$ cat src/rtl/blink_meter.sv
// Blink meter: synchronises a slow on/off waveform and reports the high and low
// phase lengths of each completed period, flagging counter saturation.
module blink_meter #(
    parameter int CNT_W = 27
) (
    input  logic             clk,
    input  logic             rst,
    input  logic             sig_in,
    output logic [CNT_W-1:0] high_time,
    output logic [CNT_W-1:0] low_time,
    output logic             valid,
    output logic             ovf,
    output logic             stuck
);

    localparam logic [1:0] WAIT = 2'd0;
    localparam logic [1:0] HIGH = 2'd1;
    localparam logic [1:0] LOW  = 2'd2;

    localparam logic [CNT_W-1:0] MAX = {CNT_W{1'b1}};
    localparam logic [CNT_W-1:0] ONE = CNT_W'(1);

    logic             s1_q, s2_q, s3_q;
    logic [1:0]       state_q, state_d;
    logic [CNT_W-1:0] cnt_q, cnt_d;
    logic [CNT_W-1:0] hi_hold_q, hi_hold_d;
    logic             ovf_hi_q, ovf_hi_d;
    logic [CNT_W-1:0] high_time_q, high_time_d;
    logic [CNT_W-1:0] low_time_q, low_time_d;
    logic             valid_q, valid_d;
    logic             ovf_q, ovf_d;

    logic             rise, fall;
    logic [CNT_W-1:0] cnt_inc;

    // Synchroniser resets to 1 so an input held high through reset yields no rise.
    always_ff @(posedge clk or posedge rst) begin
        if (rst) begin
            s1_q <= 1'b1;
            s2_q <= 1'b1;
            s3_q <= 1'b1;
        end else begin
            s1_q <= sig_in;
            s2_q <= s1_q;
            s3_q <= s2_q;
        end
    end

    assign rise    = s2_q & ~s3_q;
    assign fall    = ~s2_q & s3_q;
    assign cnt_inc = (cnt_q == MAX) ? MAX : cnt_q + ONE;

    always_comb begin
        state_d     = state_q;
        cnt_d       = cnt_q;
        hi_hold_d   = hi_hold_q;
        ovf_hi_d    = ovf_hi_q;
        high_time_d = high_time_q;
        low_time_d  = low_time_q;
        ovf_d       = ovf_q;
        valid_d     = 1'b0;
        case (state_q)
            WAIT: begin
                if (rise) begin
                    cnt_d   = ONE;
                    state_d = HIGH;
                end
            end
            HIGH: begin
                if (fall) begin
                    hi_hold_d = cnt_q;
                    cnt_d     = ONE;
                    state_d   = LOW;
                end else begin
                    cnt_d = cnt_inc;
                    if (cnt_inc == MAX) begin
                        ovf_hi_d = 1'b1;
                    end
                end
            end
            LOW: begin
                if (rise) begin
                    high_time_d = hi_hold_q;
                    low_time_d  = cnt_q;
                    ovf_d       = ovf_hi_q | (cnt_q == MAX);
                    ovf_hi_d    = 1'b0;
                    valid_d     = 1'b1;
                    cnt_d       = ONE;
                    state_d     = HIGH;
                end else begin
                    cnt_d = cnt_inc;
                end
            end
            default: begin
                state_d  = WAIT;
                cnt_d    = '0;
                ovf_hi_d = 1'b0;
            end
        endcase
    end

    always_ff @(posedge clk or posedge rst) begin
        if (rst) begin
            state_q     <= WAIT;
            cnt_q       <= '0;
            hi_hold_q   <= '0;
            ovf_hi_q    <= 1'b0;
            high_time_q <= '0;
            low_time_q  <= '0;
            valid_q     <= 1'b0;
            ovf_q       <= 1'b0;
        end else begin
            state_q     <= state_d;
            cnt_q       <= cnt_d;
            hi_hold_q   <= hi_hold_d;
            ovf_hi_q    <= ovf_hi_d;
            high_time_q <= high_time_d;
            low_time_q  <= low_time_d;
            valid_q     <= valid_d;
            ovf_q       <= ovf_d;
        end
    end

    assign high_time = high_time_q;
    assign low_time  = low_time_q;
    assign valid     = valid_q;
    assign ovf       = ovf_q;
    assign stuck     = (state_q != WAIT) && (cnt_q == MAX);

endmodule
$ cat config.mk
export PLATFORM = sky130hd
export DESIGN_NAME = blink_meter
export DESIGN_NICKNAME = d
export VERILOG_FILES = /design/src/rtl/blink_meter.sv
export SDC_FILE = /design/constraint.sdc
export NUM_CORES = 1
export LEC_CHECK = 0
export ABC_AREA = 1
export CORE_ASPECT_RATIO = 0.9
export CORE_MARGIN = 1.5
export CORE_UTILIZATION = 40
export DETAILED_ROUTE_END_ITERATION = 10
export PLACE_DENSITY = 0.65
export SYNTH_ARGS = -nofsm -noshare
export SYNTH_HDL_FRONTEND = slang
export SYNTH_SLANG_ARGS = --single-unit
$ cat constraint.sdc
create_clock -name clk -period 6.5 [get_ports clk]
set_input_delay 1.3 -clock clk [delete_from_list [all_inputs] [get_ports clk]]
set_output_delay 1.3 -clock clk [all_outputs]
set_load 0.005 [all_outputs]
==> impl_metrics.tcl, run 1 <==
set metrics [dict create \
    yosysSeqAreaShare_pct 56.0 \
    critical_path_arrival_ps 2500 \
    post_cts.resized_instances 0 \
    buffer_ports.inserted 59 \
    worst_hold_path_type "register to register" \
    setup_tns_ps 0 \
    cts_root_buffer "sky130_fd_sc_hd__clkbuf_16" \
    flop_and_latch_count_out_of_synthesis 116 \
    grt_first_pass_wirelength_mm 21.2 \
    synthDominantAreaCellType "sky130_fd_sc_hd__dfrtp_1" \
    power_density_nw_per_um2 312 \
    timing.critical_path.slowest_cell_delay_ps 520 \
    tightestPinTransition_ps 1000 \
    ff2ff_setup_slack_ps 4290 \
    max_cap_viol_count 0 \
    dominantRegCellSynth "sky130_fd_sc_hd__dfrtp_1" \
    cts_tree "done" \
    min_delay_worst_endpoint "s2_q$_DFF_PP1_" \
    synth_top_area_share_pct 54.5 \
    crit_path_start_kind "register" \
    stdcell_count 874 \
    via_count_of_the_first_global_routing_pass 4240 \
    placed_cells 842 \
    clock-sinks 116 \
    ir_drop_uv 156 \
    chipHeight_um 111 \
    hold_viol_final 0 \
    cts_hold_buffers 0 \
    place.detailed.hpwl_mm 8.26 \
    final_area_um2 6600 \
    synth_cell_type_count 29 \
    placement.cell_area_um2 5930 \
    post_drt_via_cell_ratio 4.95 \
    die_width_um 123 \
    fp.coreArea_um2 12700 \
    post-route-period-util_pct 58.4 \
    hold_path_startpoint "s1_q$_DFF_PP1_" \
    rsz0062_at_grt "false" \
    num_rows 39 \
    path_class "register to output pin" \
    setup_viol_count_final 0 \
    tritoncts.num_buffers 17 \
    synthTopCellsByArea "sky130_fd_sc_hd__dfrtp_1, sky130_fd_sc_hd__nand2_1, sky130_fd_sc_hd__o21ai_0" \
    rr_worst_depth 11 \
    clock_insertion_delay_worst_skew_ps 420 \
    worst_setup_path_startpoint "cnt_q[0]$_DFFE_PP0P_" \
    detail_route.wirelength_mm 12.4 \
    synthToLayoutAreaGrowth_pct 27.1 \
    crit-reg2reg-capture "ovf_hi_q$_DFFE_PP0P_" \
    tot_gr_track_use_pct 20.1 \
    hold_depth 0 \
    required_ps 5200 \
    drcViolationCount 0 \
    cts.path.max_buffers 2 \
    result_of_the_run "complete, no violations" \
    die_area_um2 13700 \
    detail_route.iter0.violations 329 \
    synth_top_cells_by_count "sky130_fd_sc_hd__nand2_1, sky130_fd_sc_hd__dfrtp_1, sky130_fd_sc_hd__o21ai_0" \
    cpMaxStageDelayCell "sky130_fd_sc_hd__clkdlybuf4s50_1" \
    synth_most_common_cell "sky130_fd_sc_hd__nand2_1" \
    power_leakage_nw 3.06 \
    synth-edff-count 0 \
    timing.critical_path.to_type "output pin" \
    fillerInstances 1193 \
    timing.rr.start "cnt_q[0]$_DFFE_PP0P_" \
    syn-mean-instance-area_um2 8.15 \
    grt.overflow.total 0 \
    path_max_fanout 10 \
    finalNetCount 701 \
    antenna_found_initial 0 \
    syn_inst 637 \
    place.gp.congestion 0.838 \
    cts_setup_buffers 0 \
    clk_pin_slew_worst_paths_ps 50 \
    synth_fp_nets 641 \
    async_flop_share_pct 100 \
    ys.warnings.count 0 \
    drt.antenna.violating_nets 0 \
    initial_core_util_pct 40.9 \
    cts.htree.levels 4 \
    ioPinCount 60 \
    num_antenna_cells 0 \
    synth_area_um2 5190 \
    maxSlewViolCount 0 \
    max_clock_freq_mhz 263 \
    final_period_minus_worst_setup_slack_ps 3800 \
    worst_clock_skew_ps 6.83 \
    grt_max_degree 82 \
    detail_route.wl_per_cell_um 14.2 \
    layout-drive-gt1-share_pct 8.73 \
    via_count 4329 \
    drt_pre_antenna_iters 5 \
    cp_cell_sequence "ha_1 > nand2_2 > nor2_4 > nand2_4 > nor2_8 > nand3_2 > nor2_1 > clkdlybuf4s50_1" \
    slew_headroom_pct 33.2 \
]
[stage by stage]
stage               utilization, %  total power, mW  hold slack (ps)  worst slack, ps
floorplan                        -            0.936              345             2130
global placement              46.8             1.02              348             3200
detailed placement            46.8             1.02              350             3190
CTS                           52.0             2.08              361             2720
global route                  52.0             2.15              366             2580
finish                        52.0             2.06              358             2700
[worst max path at each step]
| stage | end | slack, ps | cells after the start |
|---|---|---|---|
| final | stuck | 2700 | 8 |
| after global routing | stuck | 2580 | 8 |
| after CTS | stuck | 2720 | 8 |
| after detailed placement | stuck | 3190 | 8 |
| after global placement | stuck | 3200 | 8 |
| after floorplan | cnt_q[0]$_DFFE_PP0P_ | 2130 | 1 |
[per-layer routing]
layer,up-vias,track usage (%),share of wire [%],wire [um]
met3,17,5.81,4.1,513
li1,2144,-,-,-
met1,2065,28.4,49,6100
met2,103,29.4,45,5620
met4,0,7.28,1.8,220
met5,-,0,0,0
[layout make-up]
class	count	area, um2	share of cell area (%)
Clock inverter	12	201	3.05
Timing Repair Buffer	63	621	9.40
Clock buffer	20	467	7.07
Inverter	51	194	2.94
Multi-Input combinational cell	448	2010	30.4
Sequential cell	116	2910	44.0
Tap cell	164	205	3.11
[sequential cells by signal (all words and copies together), names as in the netlist]
signal     cells
s1_q           1
valid          1
s3_q           1
ovf            1
ovf_hi_q       1
hi_hold_q     27
cnt_q         27
s2_q           1
low_time      27
state_q        2
high_time     27
[cells by family (layout without fill, tap and decap cells)]
logic type	after synthesis	after routing	share of synthesized area (%)
DFF	116	116	56.0
AOI/OAI and AO/OA	96	96	9.45
adders and majority gates	1	1	0.241
buffers and inverters	73	146	5.42
and+or+nand+nor	346	346	28.1
xor gates and xnor gates	5	5	0.844
[report_power, final]
group	internal [mW]	leakage (nW)	switching, mW	total (mW)
Clock	0.710	0.322	0.338	1.05
Combinational	0.0710	1.14	0.144	0.215
Sequential	0.765	1.60	0.0296	0.795
[cells in the final DEF (no fill, tap or decap), types with 4 or more instances in the layout]
cell                              instances
sky130_fd_sc_hd__a21oi_1                  5
sky130_fd_sc_hd__buf_4                    4
sky130_fd_sc_hd__bufinv_16                5
sky130_fd_sc_hd__clkbuf_16               17
sky130_fd_sc_hd__clkdlybuf4s50_1         59
sky130_fd_sc_hd__dfrtp_1                113
sky130_fd_sc_hd__inv_1                   45
sky130_fd_sc_hd__nand2_1                239
sky130_fd_sc_hd__nand2_2                  6
sky130_fd_sc_hd__nand3_1                 40
sky130_fd_sc_hd__nor2_1                  42
sky130_fd_sc_hd__nor2_2                   5
sky130_fd_sc_hd__o21ai_0                 83
sky130_fd_sc_hd__o22ai_1                  4
sky130_fd_sc_hd__xor2_1                   4
[critical path: cells and delay by family, from the launching register on]
family	cells	cell delay, ps
simple gates	6	900
fa+ha+maj	1	240
flops	1	400
buf+inv	1	520
(Power assumes the default switching activity.)
==> run 2: changes to the inputs <==
==> constraint.sdc (replaced) <==
create_clock -name clk -period 3.8 [get_ports clk]
set_input_delay 0.76 -clock clk [delete_from_list [all_inputs] [get_ports clk]]
set_output_delay 0.76 -clock clk [all_outputs]
set_load 0.005 [all_outputs]
==> run 2 against run 1 <==
  * Clock power rose by 36%
  * Largest cell class unchanged
  * Routed wire length fell by 2.6%
  * Setup slack got worse by 2100 ps
  * Clock-buffer cell count rose by 8
  * Combinational power rose by 70%
==> impl_metrics.tcl, run 2 (synthesis gave the netlist of run 1 again) <==
set metrics [dict create \
    result_of_the_run "complete, no violations" \
    critical_path.endpoint "stuck" \
    detail_route.wl_per_cell_um 13.9 \
    layout.cells.most_common_list "sky130_fd_sc_hd__nand2_1, sky130_fd_sc_hd__dfrtp_1, sky130_fd_sc_hd__o21ai_0, sky130_fd_sc_hd__clkdlybuf4s50_1, sky130_fd_sc_hd__inv_1" \
    setup_viol_count_final 0 \
    worst_clock_skew_ps 19.0 \
    post-layout-total-power_mw 3.16 \
    post-route-period-util_pct 84.4 \
    power.share.clock_pct 45.3 \
    timing.critical_path.to_type "output pin" \
    finalNetCount 700 \
    fp.coreArea_um2 12700 \
    combinational_cell_fraction_of_total_power_pct 11.6 \
    stdcell_count 873 \
    detail_route.iter0.violations 256 \
    place.detailed.hpwl_mm 7.98 \
    multi_input_area_um2 2010 \
    drt.antenna.violating_nets 0 \
    globalRouteMet3Util_pct 5.04 \
    cts_setup_buffers 0 \
    grt.overflow.total 0 \
    cts.path.max_buffers 2 \
    fillerInstances 1244 \
    clk_pin_slew_worst_paths_ps 50 \
    power_leakage_nw 3.00 \
    chipHeight_um 111 \
    drcViolationCount 0 \
    ff2ff_setup_slack_ps 1490 \
    ir_drop_uv 295 \
    utilization_pct 51.0 \
    clock-sinks 116 \
    path_max_fanout 10 \
    worst_hold_path_type "register to register" \
    drt_pre_antenna_iters 5 \
    rsz0062_at_grt "false" \
    die_width_um 123 \
    power.switching_mw 0.815 \
    post_cts.resized_instances 0 \
    via_count 4345 \
    placed_cells 841 \
    tritoncts.num_buffers 17 \
    worst_setup_path_startpoint "cnt_q[0]$_DFFE_PP0P_" \
    hold_viol_final 0 \
    crit-reg2reg-capture "low_time[21]$_DFFE_PP0P_" \
    power_density_nw_per_um2 488 \
    hold_depth 0 \
    groute.layer.met1.usage_pct 27.6 \
    grt_max_degree 117 \
    cts_root_buffer "sky130_fd_sc_hd__clkbuf_16" \
    cts_hold_buffers 0 \
    rr_worst_depth 6 \
    maxSlewViolCount 0 \
    setup_tns_ps 0 \
    num_rows 39 \
    busiest_layer "met2" \
    layout_commonest_cell "sky130_fd_sc_hd__nand2_1" \
    antenna_found_initial 0 \
    buffer_ports.inserted 59 \
    die_area_um2 13700 \
    internal_power_mw 2.34 \
    final_period_minus_worst_setup_slack_ps 3210 \
    synthToLayoutAreaGrowth_pct 24.7 \
    global_route_track_usage_on_met2_pct 29.1 \
    layout-drive-gt1-share_pct 7.76 \
    cts.htree.levels 4 \
    tot_gr_track_use_pct 19.7 \
    post_drt_via_cell_ratio 4.98 \
    cts_tree "done" \
    ioPinCount 60 \
    clock_insertion_delay_worst_skew_ps 420 \
    num_antenna_cells 0 \
    path_class "register to output pin" \
    initial_core_util_pct 40.9 \
    max_clock_freq_mhz 312 \
    via_count_of_the_first_global_routing_pass 4316 \
    power_frac_seq_pct 43.2 \
    regArea_um2 2910 \
    timing.rr.start "s3_q$_DFF_PP1_" \
    netSwitchingFraction_pct 25.8 \
    tightestPinTransition_ps 1160 \
    critical_path_arrival_ps 2450 \
    placement.cell_area_um2 5940 \
    final_area_um2 6470 \
    detail_route.wirelength_mm 12.1 \
    required_ps 3040 \
    place.gp.congestion 0.845 \
    crit_path_start_kind "register" \
    slew_headroom_pct 22.3 \
    max_cap_viol_count 0 \
    grt_first_pass_wirelength_mm 20.9 \
]
-- run 2: final cells by class --
type                            count  share of cell area (%)
Sequential cell                   116                    44.9
Multi-Input combinational cell    448                    31.0
Timing Repair Buffer               62                    9.66
Clock buffer                       28                    7.98
Tap cell                          164                    3.17
Inverter                           51                    3.01
Clock inverter                      4                   0.309
-- run 2: metrics by stage --
stage	setup WS [ps]	hold WS, ps
floorplan	1630	345
global placement	1070	347
detailed placement	1040	348
CTS	578	356
global route	443	361
finish	591	355
-- run 2: power groups by stage --
stage / Combinational, mW / Clock [mW] / Sequential, mW
after global placement: 0.364 / 0 / 1.38
after detailed placement: 0.372 / 0 / 1.38
after CTS: 0.374 / 1.47 / 1.36
after global routing: 0.419 / 1.51 / 1.37
after floorplan: 0.226 / 0 / 1.38
final: 0.366 / 1.43 / 1.36
-- run 2: metal layers --
metal	vias to the layer above	part of all wire, %	wire length [um]
met1	2053	49	5940
met3	19	5.1	621
met2	124	44	5350
li1	2149	-	-
met4	0	1.8	216
met5	-	0	0
-- run 2: how the worst min path moves through the flow --
| stage | from | end | slack (ps) |
|---|---|---|---|
| after floorplan | s1_q$_DFF_PP1_ | s2_q$_DFF_PP1_ | 350 |
| after detailed placement | s1_q$_DFF_PP1_ | s2_q$_DFF_PP1_ | 350 |
| after global placement | s1_q$_DFF_PP1_ | s2_q$_DFF_PP1_ | 350 |
| final | s1_q$_DFF_PP1_ | s2_q$_DFF_PP1_ | 350 |
| after global routing | s1_q$_DFF_PP1_ | s2_q$_DFF_PP1_ | 360 |
| after CTS | s1_q$_DFF_PP1_ | s2_q$_DFF_PP1_ | 360 |
-- run 2: worst max-delay path, cell delays in order (launching register included) --
cell,delay [ps]
sky130_fd_sc_hd__dfrtp_1,400
sky130_fd_sc_hd__ha_1,250
sky130_fd_sc_hd__nand2_2,90
sky130_fd_sc_hd__nor2_4,120
sky130_fd_sc_hd__nand2_4,100
sky130_fd_sc_hd__nor2_8,150
sky130_fd_sc_hd__nand3_2,220
sky130_fd_sc_hd__nor2_1,170
sky130_fd_sc_hd__clkdlybuf4s50_1,520
